<file path="config.mk">
export PLATFORM = sky130hd
export DESIGN_NAME = nes_pad_responder
export DESIGN_NICKNAME = d
export VERILOG_FILES = /design/src/rtl/nes_pkg.sv /design/src/rtl/nes_sync_edge.sv /design/src/rtl/nes_pad_responder.sv
export SDC_FILE = /design/constraint.sdc
export NUM_CORES = 1
export LEC_CHECK = 0
export ABC_AREA = 0
export CAP_MARGIN = 10
export CORE_AREA = 10 10 90 92
export CTS_BUF_LIST = sky130_fd_sc_hd__clkbuf_4 sky130_fd_sc_hd__clkbuf_8
export DETAILED_ROUTE_END_ITERATION = 6
export DIE_AREA = 0 0 100 102
export GPL_ROUTABILITY_DRIVEN = 0
export PLACE_DENSITY = 0.57
export SYNTH_ARGS = -nofsm -noshare
export SYNTH_HDL_FRONTEND = slang
export SYNTH_SLANG_ARGS = --single-unit
</file>
<file path="constraint.sdc">
create_clock -name i_clk -period 1.6 [get_ports i_clk]
set_clock_uncertainty 0.05 [all_clocks]
set_input_delay 0.16 -clock i_clk [delete_from_list [all_inputs] [get_ports i_clk]]
set_output_delay 0.16 -clock i_clk [all_outputs]
set_load 0.05 [all_outputs]
</file>
<file path="src/rtl/nes_pkg.sv">
// Shared definitions for the NES pad responder: state encoding, button bit map and defaults.
package nes_pkg;

  typedef enum logic [1:0] {
    ST_IDLE     = 2'd0,
    ST_LATCHED  = 2'd1,
    ST_SHIFTING = 2'd2,
    ST_DONE     = 2'd3
  } nes_state_t;

  localparam int BTN_A      = 0;
  localparam int BTN_B      = 1;
  localparam int BTN_SELECT = 2;
  localparam int BTN_START  = 3;
  localparam int BTN_UP     = 4;
  localparam int BTN_DOWN   = 5;
  localparam int BTN_LEFT   = 6;
  localparam int BTN_RIGHT  = 7;

  localparam int NES_NUM_BITS        = 8;
  localparam int NES_TIMEOUT_DEFAULT = 20000;
  localparam int NES_TO_BITS_DEFAULT = 15;

  function automatic int nes_cnt_width(input int n);
    return $clog2(n + 1);
  endfunction

endpackage

</file>
<file path="src/rtl/nes_sync_edge.sv">
// Two-flop synchronizer with a history flop for edge detection of one async NES pin.
module nes_sync_edge #(
  parameter logic RESET_VAL = 1'b0
) (
  input  logic i_clk,
  input  logic i_reset,
  input  logic i_async,
  output logic o_level,
  output logic o_rise,
  output logic o_fall
);

  logic r_sync_p0;
  logic r_sync_p1;
  logic r_hist_p2;

  // Reset to the pin's idle level so releasing reset never looks like an edge.
  always_ff @(posedge i_clk) begin
    if (i_reset) begin
      r_sync_p0 <= RESET_VAL;
      r_sync_p1 <= RESET_VAL;
      r_hist_p2 <= RESET_VAL;
    end else begin
      r_sync_p0 <= i_async;
      r_sync_p1 <= r_sync_p0;
      r_hist_p2 <= r_sync_p1;
    end
  end

  assign o_level = r_sync_p1;
  assign o_rise  = r_sync_p1 & ~r_hist_p2;
  assign o_fall  = ~r_sync_p1 & r_hist_p2;

endmodule

</file>
<file path="src/rtl/nes_pad_responder.sv">
// Controller end of the NES pad protocol: captures buttons on latch and shifts them out
// active-low on each NES clock rising edge, with a watchdog that abandons stalled polls.
module nes_pad_responder
  import nes_pkg::*;
#(
  parameter int NUM_BITS       = NES_NUM_BITS,
  parameter int TIMEOUT_CYCLES = NES_TIMEOUT_DEFAULT,
  parameter int TO_BITS        = NES_TO_BITS_DEFAULT
) (
  input  logic                i_clk,
  input  logic                i_reset,
  input  logic [NUM_BITS-1:0] i_buttons,
  input  logic                i_nes_latch,
  input  logic                i_nes_clk,
  output logic                o_nes_data,
  output logic                o_busy,
  output logic                o_poll_done,
  output logic                o_timeout
);

  localparam int CNT_W = nes_cnt_width(NUM_BITS);
  localparam logic [CNT_W-1:0]   CNT_LAST = CNT_W'(NUM_BITS);
  localparam logic [TO_BITS-1:0] WD_LAST  = TO_BITS'(TIMEOUT_CYCLES - 1);

  logic w_latch_lvl, w_latch_rise, w_latch_fall;
  logic w_clk_lvl, w_clk_rise, w_clk_fall;
  logic w_unused;

  nes_sync_edge #(.RESET_VAL(1'b0)) u_latch_sync (
    .i_clk   (i_clk),
    .i_reset (i_reset),
    .i_async (i_nes_latch),
    .o_level (w_latch_lvl),
    .o_rise  (w_latch_rise),
    .o_fall  (w_latch_fall)
  );

  nes_sync_edge #(.RESET_VAL(1'b1)) u_clk_sync (
    .i_clk   (i_clk),
    .i_reset (i_reset),
    .i_async (i_nes_clk),
    .o_level (w_clk_lvl),
    .o_rise  (w_clk_rise),
    .o_fall  (w_clk_fall)
  );

  assign w_unused = w_clk_lvl ^ w_clk_fall;

  nes_state_t          r_state, w_state_nx;
  logic [NUM_BITS-1:0] r_shift, w_shift_nx, w_shift_dn;
  logic [CNT_W-1:0]    r_bit_cnt, w_cnt_nx, w_cnt_inc;
  logic [TO_BITS-1:0]  r_wd, w_wd_nx;
  logic                r_nes_data, w_data_nx;
  logic                r_poll_done, w_pd_nx;
  logic                r_timeout, w_to_nx;

  assign w_shift_dn = {1'b1, r_shift[NUM_BITS-1:1]};
  assign w_cnt_inc  = r_bit_cnt + CNT_W'(1);

  always_comb begin
    w_state_nx = r_state;
    w_shift_nx = r_shift;
    w_cnt_nx   = r_bit_cnt;
    w_wd_nx    = r_wd;
    w_data_nx  = r_nes_data;
    w_pd_nx    = 1'b0;
    w_to_nx    = 1'b0;

    // A latch rise restarts the poll from any state and outranks a coincident clock edge.
    if (w_latch_rise) begin
      w_state_nx = ST_LATCHED;
      w_shift_nx = ~i_buttons;
      w_data_nx  = ~i_buttons[BTN_A];
      w_cnt_nx   = '0;
      w_wd_nx    = '0;
    end else begin
      case (r_state)
        ST_LATCHED: begin
          if (w_latch_fall) begin
            w_state_nx = ST_SHIFTING;
            w_wd_nx    = '0;
          end else if (w_latch_lvl) begin
            w_shift_nx = ~i_buttons;
            w_data_nx  = ~i_buttons[BTN_A];
          end
        end
        ST_SHIFTING: begin
          if (w_clk_rise) begin
            w_shift_nx = w_shift_dn;
            w_cnt_nx   = w_cnt_inc;
            w_wd_nx    = '0;
            if (w_cnt_inc == CNT_LAST) begin
              w_state_nx = ST_DONE;
              w_data_nx  = 1'b1;
              w_pd_nx    = 1'b1;
            end else begin
              w_data_nx  = w_shift_dn[0];
            end
          end else if (r_wd == WD_LAST) begin
            w_state_nx = ST_IDLE;
            w_shift_nx = '1;
            w_data_nx  = 1'b1;
            w_to_nx    = 1'b1;
          end else begin
            w_wd_nx    = r_wd + TO_BITS'(1);
          end
        end
        default: begin
          w_data_nx = 1'b1;
        end
      endcase
    end
  end

  always_ff @(posedge i_clk) begin
    if (i_reset) begin
      r_state     <= ST_IDLE;
      r_shift     <= '1;
      r_bit_cnt   <= '0;
      r_wd        <= '0;
      r_nes_data  <= 1'b1;
      r_poll_done <= 1'b0;
      r_timeout   <= 1'b0;
    end else begin
      r_state     <= w_state_nx;
      r_shift     <= w_shift_nx;
      r_bit_cnt   <= w_cnt_nx;
      r_wd        <= w_wd_nx;
      r_nes_data  <= w_data_nx;
      r_poll_done <= w_pd_nx;
      r_timeout   <= w_to_nx;
    end
  end

  assign o_nes_data  = r_nes_data;
  assign o_busy      = (r_state == ST_LATCHED) || (r_state == ST_SHIFTING);
  assign o_poll_done = r_poll_done;
  assign o_timeout   = r_timeout;

endmodule

</file>
==> metrics.cfg <==
[sta]
grt_setup_unrepaired=true
fin_crit_sh_pct=107
slew_headroom_pct=77.3
max_freq_ghz=0.586
finalSetupViolCount=15
hold_viol=0
worst_slack_ns=-0.105
fin_crit_ns=1.71
maxSlewViolCount=0
worst_pin_slew_ns=0.340

[power_and_ir_drop]
finalPower_mw=2.25
leakagePower_nw=1.05
power_density_nw_per_um2=866
vdd_drop_max_mv=0.405

[clock_network]
clk_latency_ns=0.29
cts.clk_slew.worst_paths_ns=0.08
cts_tree=built
htree_levels=2
cts_root_buffer=clkbuf_8
cts_sinks=37
ctsLongestPathBuffers=2
cts_inserted_buffers=5

[global_route]
grt_max_degree=15
grt_pass1_vias=1647
antenna_found_initial=0
grt_overflow_total=0
grt_pass1_wl_um=7330
globalRouteTotalUtil_pct=8.67

[status]
outcome=complete, but fails checks
violations=setup timing

[floorplan]
die-area_um2=10200
start_util_pct=29.7
fp.dieW_um=100
std_cell_rows=29
core_area_um2=6280
io_pins=16
die_h_um=102

[yosys]
synthesis.area_um2=1860
yosysWarnings=0
synth-seq-area-share_pct=39.7
synth_cells=211
yosysUniqueCellTypes=43
synth-async-reset-ratio_pct=0
syn_avg_cell_area_um2=8.84
ys_seq_elements=37
syn_nets=227
synth_edf_count=0
synth_flop_cell=dfxtp_1

[hold_path]
hold-path-cell-count=1
hold_class=reg -> reg

[finish]
layout-drive-gt1-share_pct=31.3
utilization_pct=41.4
diodes=0
areaGrowthSynthToFinish_pct=39.5
fin_nets=280
finalNonFillerCells=342

[routing]
post-route-drc-count=0
first_pass_iters=4
vias_per_cell=4.73
vias=1618
routed_wirelength_um=4180
wl_per_cell_um=12.2
antenna_left=0
drt-initial-drc-count=34

[worst_setup_path]
critPathMaxStageDelay_ns=0.36
cp_num_cells=7
endpoint_kind=register
cp_num_buf_inv=1
crit_chain=ha_4, and4_4, nand4b_4, buf_12, o211ai_1, xor2_1, nor2_1
critPathMaxFanout=8
startpoint_type=register
path_delay_family=simple AND/OR/NAND/NOR gates
arrival_ns=1.84
required_ns=1.74
critical_path_class=reg -> reg
crit_slowest_cell=dfxtp_2
ff2ff_path_depth=7

[place]
dpl.cell_count=330
hpwl_um=3190
portBuffers=15

[flow_run]
max-cap-violations=0

[metal layers]
metal  track usage, %  routed length [µm]  vias to the layer above
met5                0                   0                        -
met4             2.61                  48                        0
met2             15.1                2050                       24
met1             9.90                1920                      753
met3             2.83                 168                        7
li1                 -                   -                      834
[cells in the mapped netlist, types with 2 or more instances]
master / instances / share of area (%)
nand4_1: 9 / 3.0
inv_1: 6 / 1.2
nand2b_1: 2 / 0.67
a311oi_1: 2 / 0.94
ha_1: 4 / 2.7
and2_1: 4 / 1.3
nor4b_2: 2 / 1.6
o211ai_1: 5 / 2.0
o21ai_0: 4 / 1.1
xor2_1: 11 / 5.2
a21oi_1: 3 / 0.81
nand3_1: 4 / 1.1
clkbuf_1: 5 / 1.0
xnor2_1: 3 / 1.4
nor2b_1: 6 / 2.0
nand2_1: 8 / 1.6
buf_2: 2 / 0.54
nor3_1: 3 / 0.81
buf_4: 2 / 0.81
or2_2: 4 / 1.3
mux2i_1: 15 / 8.1
and3_1: 6 / 2.0
nor2_1: 44 / 8.9
a211oi_1: 2 / 0.81
dfxtp_1: 37 / 40
[kinds of logic (layout without fill, tap and decap cells)]
| family | Yosys count | in the layout | synth area share, % |
|---|---|---|---|
| AO/OA/AOI/OAI | 26 | 26 | 10.9 |
| XOR/XNOR | 14 | 14 | 6.58 |
| adder cells (fa/ha/maj) | 5 | 5 | 3.22 |
| buffers and inverters | 16 | 70 | 4.16 |
| flip-flops | 37 | 37 | 39.7 |
| multiplexers | 15 | 15 | 8.05 |
| AND/OR/NAND/NOR | 98 | 98 | 27.3 |
[through the flow]
step	hold WS, ns	worst slack, ns	TNS (ns)	area [µm²]
2_1_floorplan	0.214	-0.214	-1.69	1920
3_3_place_gp	0.342	-0.0789	-0.771	2400
3_5_place_dp	0.353	-0.129	-1.25	2400
4_1_cts	0.372	-0.102	-1.10	2560
5_1_grt	0.388	-0.186	-3.03	2600
6_report	0.371	-0.105	-0.691	2600
[worst paths after layout]
path                                    from                       endpoint  slack [ns]
max                     r_wd[1]$_SDFFE_PP0P_          r_wd[11]$_SDFFE_PP0P_       -0.11
min          u_clk_sync.r_sync_p0$_SDFF_PP1_  u_clk_sync.o_level$_SDFF_PP1_        0.37
min reg2reg  u_clk_sync.r_sync_p0$_SDFF_PP1_  u_clk_sync.o_level$_SDFF_PP1_        0.37
max reg2reg             r_wd[1]$_SDFFE_PP0P_          r_wd[11]$_SDFFE_PP0P_       -0.11
[state kept, by name, indices dropped and copies added, names as in the netlist, 2 cells and up]
signal	cells
r_shift	7
r_bit_cnt	4
r_wd	15
r_state	2
[cells in the final DEF, fill, tap and decap left out, types with 6 or more instances in the layout]
master and count:
nor2_1 43, buf_4 42, dfxtp_1 32, mux2i_1 15
xor2_1 11, clkdlybuf4s50_1 11, nand4_1 9, nand2_1 8
clkbuf_8 7, and3_1 6, nor2b_1 6
[cell type report]
class	count	area, µm²
Multi-Input combinational cell	158	1140
Sequential cell	37	747
Fill cell	638	3680
Timing Repair Buffer	56	485
Clock inverter	1	5.00
Tap cell	77	96.3
Inverter	6	26.3
Clock buffer	7	96.3
[where the power goes]
| part | internal (mW) | leakage [nW] | switching (mW) |
|---|---|---|---|
| registers | 0.965 | 0.303 | 0.0246 |
| logic | 0.266 | 0.697 | 0.266 |
| clock network | 0.390 | 0.0542 | 0.342 |
[repair_timing]
action                                  CTS  global route
pin swaps                                 5             9
hold buffers                              0             0
endpoints found under the setup margin   18            26
buffers inserted                          2             2
gates resized for setup                   6             6
(Power assumes the default switching activity.)
